### src/rtl/sw_led_mode_ctrl.sv
// Synchronised, debounced switch-code decoder driving one-hot LEDs in STATIC/BLINK/CHASE modes.
// Define SWLED_CHASE_EN to build the CHASE mode; without it the mode button toggles STATIC/BLINK.
module sw_led_mode_ctrl #(
  parameter int SW_W            = 2,
  parameter int DEBOUNCE_CYCLES = 1_250_000,
  parameter int BLINK_DIV       = 12_500_000
) (
  input  logic                 clk,
  input  logic                 rst_n,
  input  logic [SW_W-1:0]      sw,
  input  logic                 btn_mode,
  output logic [2**SW_W-1:0]   led,
  output logic [1:0]           mode,
  output logic [SW_W-1:0]      sw_stable,
  output logic                 code_change
);

  localparam int LED_W = 2**SW_W;
  localparam int NB    = SW_W + 1;
  localparam int CW    = $clog2(DEBOUNCE_CYCLES);
  localparam int PW    = $clog2(BLINK_DIV);

  typedef enum logic [1:0] {
    M_STATIC = 2'b00,
    M_BLINK  = 2'b01,
    M_CHASE  = 2'b10
  } mode_t;

  logic [NB-1:0]    raw;
  logic [NB-1:0]    sync1;
  logic [NB-1:0]    sync2;
  logic [NB-1:0]    stable;
  logic [CW-1:0]    db_cnt [NB];

  logic             btn_stable;
  logic             btn_prev;
  logic             btn_rise;
  logic [SW_W-1:0]  sw_prev;
  logic             code_chg;

  logic [PW-1:0]    pre_cnt;
  logic             tick;

  mode_t            state;
  logic             phase;
  logic             phase_next;
  logic [LED_W-1:0] sel;
  logic [LED_W-1:0] led_next;
`ifdef SWLED_CHASE_EN
  logic [LED_W-1:0] ptr;
  logic [LED_W-1:0] ptr_next;
`endif

  // The button shares the switch synchroniser/debouncer as the top bit.
  assign raw = {btn_mode, sw};

  always_ff @(posedge clk) begin
    if (!rst_n) begin
      sync1  <= '0;
      sync2  <= '0;
      stable <= '0;
      for (int i = 0; i < NB; i++) db_cnt[i] <= '0;
    end else begin
      sync1 <= raw;
      sync2 <= sync1;
      for (int i = 0; i < NB; i++) begin
        if (sync2[i] == stable[i]) begin
          db_cnt[i] <= '0;
        end else if (db_cnt[i] == CW'(DEBOUNCE_CYCLES - 1)) begin
          stable[i] <= sync2[i];
          db_cnt[i] <= '0;
        end else begin
          db_cnt[i] <= db_cnt[i] + 1'b1;
        end
      end
    end
  end

  assign sw_stable  = stable[SW_W-1:0];
  assign btn_stable = stable[SW_W];
  assign btn_rise   = btn_stable & ~btn_prev;
  assign code_chg   = (sw_stable != sw_prev);
  assign sel        = {{(LED_W-1){1'b0}}, 1'b1} << sw_stable;
  // A mode change swallows a coincident tick and restarts the prescaler.
  assign tick       = (pre_cnt == PW'(BLINK_DIV - 1)) && !btn_rise;
  assign mode       = state;

  always_comb begin
    phase_next = phase;
    if (btn_rise)  phase_next = 1'b1;
    else if (tick) phase_next = ~phase;
`ifdef SWLED_CHASE_EN
    ptr_next = ptr;
    if (btn_rise)                         ptr_next = sel;
    else if (state == M_CHASE && code_chg) ptr_next = sel;
    else if (state == M_CHASE && tick)     ptr_next = {ptr[LED_W-2:0], ptr[LED_W-1]};
`endif
    case (state)
      M_BLINK: led_next = phase_next ? sel : '0;
`ifdef SWLED_CHASE_EN
      M_CHASE: led_next = ptr_next;
`endif
      default: led_next = sel;
    endcase
  end

  always_ff @(posedge clk) begin
    if (!rst_n) begin
      state       <= M_STATIC;
      phase       <= 1'b1;
      led         <= '0;
      pre_cnt     <= '0;
      btn_prev    <= 1'b0;
      sw_prev     <= '0;
      code_change <= 1'b0;
`ifdef SWLED_CHASE_EN
      ptr         <= '0;
`endif
    end else begin
      btn_prev    <= btn_stable;
      sw_prev     <= sw_stable;
      code_change <= code_chg;
      phase       <= phase_next;
      led         <= led_next;
`ifdef SWLED_CHASE_EN
      ptr         <= ptr_next;
`endif
      if (btn_rise || tick) pre_cnt <= '0;
      else                  pre_cnt <= pre_cnt + 1'b1;
      if (btn_rise) begin
        case (state)
          M_STATIC: state <= M_BLINK;
`ifdef SWLED_CHASE_EN
          M_BLINK:  state <= M_CHASE;
`else
          M_BLINK:  state <= M_STATIC;
`endif
          default:  state <= M_STATIC;
        endcase
      end
    end
  end

endmodule

### config.mk
export PLATFORM = sky130hd
export DESIGN_NAME = sw_led_mode_ctrl
export DESIGN_NICKNAME = d
export VERILOG_FILES = /design/src/rtl/sw_led_mode_ctrl.sv
export SDC_FILE = /design/constraint.sdc
export NUM_CORES = 1
export LEC_CHECK = 0
export BUFFER_PORTS_ARGS = -buffer_cell sky130_fd_sc_hd__buf_2
export CORE_MARGIN = 2
export CORE_UTILIZATION = 50
export CTS_CLUSTER_SIZE = 24
export DETAILED_ROUTE_END_ITERATION = 6
export PLACE_DENSITY = 0.66
export SLEW_MARGIN = 15
export SYNTH_ARGS = -nofsm -noshare
export SYNTH_HDL_FRONTEND = slang
export SYNTH_SLANG_ARGS = --single-unit
### constraint.sdc
create_clock -name clk -period 6.3 [get_ports clk]
set_input_delay 0.63 -clock clk [delete_from_list [all_inputs] [get_ports clk]]
set_output_delay 0.63 -clock clk [all_outputs]
set_load 0.01 [all_outputs]
==> results.json, run 1 <==
{
  "cap_violations": 0,
  "critPathMaxStageDelay_ns": 0.75,
  "avgSynthCellArea_um2": 9.86,
  "antenna_found_initial": 0,
  "path_clk_slew_ns": 0.10,
  "portBuffers": 12,
  "place.gp.congestion": 0.838,
  "place_ws_ns": 3.53,
  "grt_max_degree": 25,
  "fp.dieH_um": 107,
  "ant_nets": 0,
  "leakage_nw": 2.01,
  "root_buffer": "clkbuf_8",
  "skew_ns": 0.0162,
  "cts_max_path_buffers": 2,
  "core_area_um2": 10300,
  "cp-end-kind": "register",
  "post_cts_resized": 0,
  "grt_pass1_vias": 3694,
  "synth_area_leaders": "edfxtp_1 (36%), dfxtp_1 (16%), xor2_1 (4.5%)",
  "ys_seq_area_frac": 0.522,
  "ys_ff_latch": 106,
  "synth_top_area_cell": "edfxtp_1",
  "remaining_drc_errors": 0,
  "synth_top_area_share": 0.359,
  "netlist_area_um2": 5280,
  "fin_ws_ns": 3.53,
  "drt-pass1-iter-count": 4,
  "setup_violations": 0,
  "viasPerCell": 5.41,
  "yosysUniqueCellTypes": 41,
  "worstPathCellList": "or4b_1, or4_4, o211ai_2, nor2_1",
  "die-area_um2": 11400,
  "grt_util_all_layers": 0.171,
  "ys_warn_count": 0,
  "synth_edf_count": 63,
  "outcome": "complete, no violations",
  "tns_ns": 0,
  "tightest_slew_ns": 0.902,
  "synthCells": 535,
  "post-route-min-period_ns": 2.77,
  "async_flop_share": 0,
  "post_cts_buffers": 0,
  "dp.final_hpwl_um": 6650,
  "htreeDepth": 3,
  "peakVddDrop_mv": 0.0973,
  "slew_violations": 0,
  "insertion_delay_ns": 0.36,
  "synthMostInstantiatedCell": "edfxtp_1",
  "fillers": 928,
  "overflow": 0,
  "syn2layout_area_growth_pct": 10.6,
  "initial_core_util": 0.513,
  "worst_ep_required_time_ns": 6.38,
  "boundaryPins": 14,
  "rows": 37,
  "vias": 4003,
  "drive_gt1_frac": 0.0596,
  "period_share": 0.439,
  "drtIter0Drc": 132,
  "clock_sinks": 106,
  "slew_headroom": 0.397,
  "synth_top_flop_cell": "edfxtp_1",
  "fmax_ghz": 0.361,
  "grt_pass1_wl_um": 16000,
  "final_hold_viol_count": 0,
  "cts_tree": "yes",
  "crit_type": "register to register",
  "synthTopCellsByCount": "edfxtp_1 (63), nor2_1 (62), dfxtp_1 (43)",
  "cts_buffers": 9,
  "hold_class": "register to register",
  "worstPathMaxFanout": 21,
  "final_util": 0.568,
  "startpoint_type": "register",
  "wl_per_cell_um": 12.8,
  "power_density_nw_per_um2": 207,
  "diodes": 0,
  "nets": 608,
  "fp.dieW_um": 107,
  "cts_hold_buf": 0,
  "crit_arrival_ns": 2.85,
  "rsz0062_at_grt": "false",
  "crit_slowest_cell": "o211ai_2",
  "totalWireLength_um": 9440
}
layout by cell type, fill, tap and decap left out, drive strengths merged, types with 13 or more instances in the layout:
cell type	Yosys	final
o31ai	15	15
edfxtp	63	63
buf	6	15
o21ai	19	19
or4	20	20
xor2	27	27
nor2	62	62
a21oi	34	34
nand2	30	30
or3	21	21
xnor2	26	26
conb	2	64
nand4	23	23
inv	18	20
dfxtp	43	43
and3	13	13
nand3	32	32
power breakdown:
| group | total (mW) | internal, mW | leakage (nW) | switching [mW] |
|---|---|---|---|---|
| Sequential | 0.777 | 0.754 | 0.998 | 0.0231 |
| Combinational | 0.0462 | 0.0180 | 0.913 | 0.0282 |
| Clock | 0.386 | 0.156 | 0.0945 | 0.230 |
layer usage:
| metal | track usage | vias to the layer above | part of all wire |
|---|---|---|---|
| li1 | - | 2029 | - |
| met1 | 0.221 | 1921 | 0.49 |
| met2 | 0.294 | 40 | 0.48 |
| met3 | 0.0261 | 13 | 0.023 |
| met4 | 0.0584 | 0 | 0.013 |
| met5 | 0 | - | 0 |
final timing paths:
check	startpoint	end	slack [ns]	cells after the start
worst max-delay path	db_cnt[2][10]	db_cnt[2][7]	3.53	4
worst min-delay path	sync1[2]	sync2[2]	0.45	1
worst max register to register	db_cnt[2][10]	db_cnt[2][7]	3.53	4
worst min register to register	sync1[2]	sync2[2]	0.45	1
logic make-up (layout without fill, tap and decap cells):
logic type,Yosys count,in the layout,share of synthesized area
DFF,106,106,0.522
adders and majority gates,4,4,0.00949
and+or+nand+nor,249,249,0.259
buffers and inverters,42,49,0.0325
AOI/OAI and AO/OA,79,79,0.0882
xor gates and xnor gates,53,53,0.0880
other,2,64,0.00142
critical path: cells and delay by family (launching register included):
kind            cells  cell delay [ns]
compound gates      1             0.75
simple gates        3             1.26
flops               1             0.48
flip-flops by register name, summed over array words and instances (netlist names):
name / flops
db_cnt: 63
pre_cnt: 24
stable: 3
phase: 1
sync1: 3
sw_prev: 2
sync2: 3
mode: 1
btn_prev: 1
led: 4
code_change: 1
metrics by stage:
step                      hold slack, ns  cells  power [mW]  instance area [µm²]
after global placement             0.417    724       0.836                 5660
after global routing               0.454    740        1.26                 5830
final                              0.448    740        1.21                 5830
after detailed placement           0.425    724       0.838                 5660
after CTS                          0.446    740        1.22                 5830
after floorplan                    0.412    597       0.824                 5510
final cells by class:
type / count / area (µm²) / share of cell area
well taps: 136 / 170 / 0.0292
multi-input cells: 449 / 2580 / 0.443
inverters: 18 / 67.6 / 0.0116
clock inverters: 6 / 40.0 / 0.00686
flip-flops and latches: 106 / 2750 / 0.472
clock buffers: 10 / 138 / 0.0236
repair buffers: 15 / 82.6 / 0.0142
Note: power is estimated with default switching activity, not from simulation.
==> inputs of run 2 (changes only) <==
ABC_AREA = 1   (was unset)
clock period = 2.7 ns   (was 6.3 ns; I/O delays follow)
==> results.json, run 2 <==
{
  "outcome": "finished with violations",
  "failed_checks": "DRC",
  "drtIter0Drc": 318,
  "place_ws_ns": 0.670,
  "ys_warn_count": 0,
  "cts_tree": "yes",
  "peakVddDrop_mv": 0.272,
  "tightest_slew_ns": 0.496,
  "post_cts_resized": 0,
  "avgSynthCellArea_um2": 7.53,
  "synthTopCellsByCount": "nand2_1 (211), nor2_1 (162), inv_1 (83)",
  "fillers": 1061,
  "synth-simple-area-share": 0.360,
  "total_power_mw": 3.24,
  "r2r_end": "db_cnt[0][11]",
  "root_buffer": "clkbuf_16",
  "fmax_ghz": 0.493,
  "dp_cells": 997,
  "totalWireLength_um": 12000,
  "dr.max_layer_used": "met4",
  "slew_violations": 0,
  "synthMostInstantiatedCell": "nand2_1",
  "synth_top_family_by_area": "simple AND/OR/NAND/NOR gates",
  "drive_gt1_frac": 0.0713,
  "worstSetupStartpoint": "db_cnt[0][0]",
  "grt_max_degree": 25,
  "cp-endpoint": "db_cnt[0][11]",
  "regToRegStartpoint": "db_cnt[0][0]",
  "place.gp.congestion": 0.932,
  "remaining_drc_errors": 2,
  "synth_compound_area_frac": 0.0530,
  "synth_top_area_share": 0.317,
  "cts_buffers": 9,
  "fp.dieW_um": 113,
  "synth_top_flop_cell": "edfxtp_1",
  "post-route-min-period_ns": 2.03,
  "tns_ns": 0,
  "fp.dieH_um": 113,
  "ff2ff_setup_slack_ns": 0.67,
  "yosysUniqueCellTypes": 31,
  "ant_nets": 0,
  "synth_top_area_cell": "edfxtp_1",
  "cts_max_path_buffers": 2,
  "fin_ws_ns": 0.670,
  "clock_sinks": 106,
  "dr_wl_met2_um": 5730,
  "vias": 5061,
  "final_hold_viol_count": 0,
  "wl_met1_um": 5610,
  "dp.final_hpwl_um": 9120,
  "ys_ff_latch": 106,
  "initial_core_util": 0.518,
  "cap_violations": 0,
  "synthCells": 793,
  "boundaryPins": 14,
  "leakage_nw": 2.50,
  "worstPathMaxFanout": 14,
  "synth_fa_ha_area_frac": 0.00839,
  "crit_arrival_ns": 2.13,
  "top_regs": "db_cnt (63), pre_cnt (24), led (4)",
  "cts_hold_buf": 0,
  "path_clk_slew_ns": 0.07,
  "overflow": 0,
  "ys_seq_area_frac": 0.461,
  "slew_headroom": 0.667,
  "netlist_area_um2": 5970,
  "muxShareOfSynthArea": 0,
  "power_density_nw_per_um2": 489,
  "viasPerCell": 5.00,
  "layout_commonest_cell": "nand2_1",
  "htreeDepth": 3,
  "insertion_delay_ns": 0.35,
  "diodes": 0,
  "grt_pass1_vias": 4916,
  "period_share": 0.752,
  "antenna_found_initial": 0,
  "final_cell_count_no_fill": 1013,
  "post_cts_buffers": 0,
  "wl_per_cell_um": 11.8,
  "skew_ns": 0.00662,
  "grt_util_all_layers": 0.197,
  "portBuffers": 12,
  "nets": 874,
  "rows": 39,
  "startpoint_type": "register",
  "syn2layout_area_growth_pct": 10.9,
  "crit_type": "register to register",
  "largest_reg_flops": 63,
  "reg2regPathDepth": 9,
  "die-area_um2": 12800,
  "regMostFlops": "db_cnt",
  "final_cell_mix": "nand2_1 (211), nor2_1 (162), inv_1 (83), conb_1 (64), edfxtp_1 (63)",
  "synth_area_leaders": "edfxtp_1 (32%), dfxtp_1 (14%), nand2_1 (13%)",
  "async_flop_share": 0,
  "synthXorXnorAreaFrac": 0.0411,
  "drt-pass1-iter-count": 7,
  "grt_pass1_wl_um": 20900,
  "cp-end-kind": "register",
  "core_area_um2": 11500,
  "hold_class": "input pin to register",
  "rsz0062_at_grt": "false",
  "setup_violations": 0,
  "wl_met3_um": 416,
  "worst_ep_required_time_ns": 2.80,
  "synth_edf_count": 63
}
[run 2: changes by cell type in the layout (fill, tap and decap cells not counted), sizes merged, moves of 11 or more]
cell   delta
inv      +68
nor2    +115
o31ai    -15
and3     -13
nand3    +11
nand2   +187
a21oi    +14
xnor2    -18
or4      -20
or3      -21
[run 2: how the worst min path moves through the flow]
stage	endpoint	slack, ns	cells after the start	from
final	sync1[2]	0.10	3	btn_mode
after global routing	sync1[0]	0.13	3	sw[0]
after CTS	sync1[2]	0.10	3	btn_mode
after detailed placement	sync2[0]	0.40	2	sync1[0]
after global placement	sync2[1]	0.39	2	sync1[1]
after floorplan	sync1[0]	0.37	2	sw[0]
[run 2: through the flow]
step	cell area (µm²)	hold WS [ns]	util
after floorplan	6200	0.368	-
final	6620	0.104	0.575
after detailed placement	6330	0.401	0.550
after CTS	6620	0.100	0.575
after global routing	6620	0.132	0.575
after global placement	6330	0.394	0.550
[run 2: cells by family after synthesis]
group / count (synthesis)
other: 2
adder cells (fa/ha/maj): 4
AO/OA/AOI/OAI: 62
buffers and inverters: 102
XOR/XNOR: 28
flip-flops: 106
AND/OR/NAND/NOR: 489
[run 2: critical path: stages, from the launching register on]
cell,delay [ns]
edfxtp_1,0.43
ha_1,0.29
nand2_1,0.08
inv_1,0.07
nand2_1,0.11
nor2_2,0.15
nand3_1,0.09
nand2_1,0.25
buf_4,0.27
a21oi_1,0.06
[run 2: layout make-up]
class | count | area (µm²) | area share
clock inverters | 5 | 55.1 | 0.00832
flip-flops and latches | 106 | 2750 | 0.416
well taps | 143 | 179 | 0.0270
multi-input cells | 647 | 3000 | 0.453
clock buffers | 11 | 233 | 0.0352
repair buffers | 13 | 67.6 | 0.0102
inverters | 88 | 330 | 0.0499
[run 2: routing by layer]
metal | up-vias | GRT usage
li1 | 2622 | -
met5 | - | 0
met1 | 2314 | 0.250
met4 | 0 | 0.0837
met2 | 108 | 0.334
met3 | 17 | 0.0311
[run 2: where the power goes]
part           switching (mW)  internal [mW]
sequential             0.0517           1.76
clock                   0.578          0.716
combinational          0.0919         0.0388
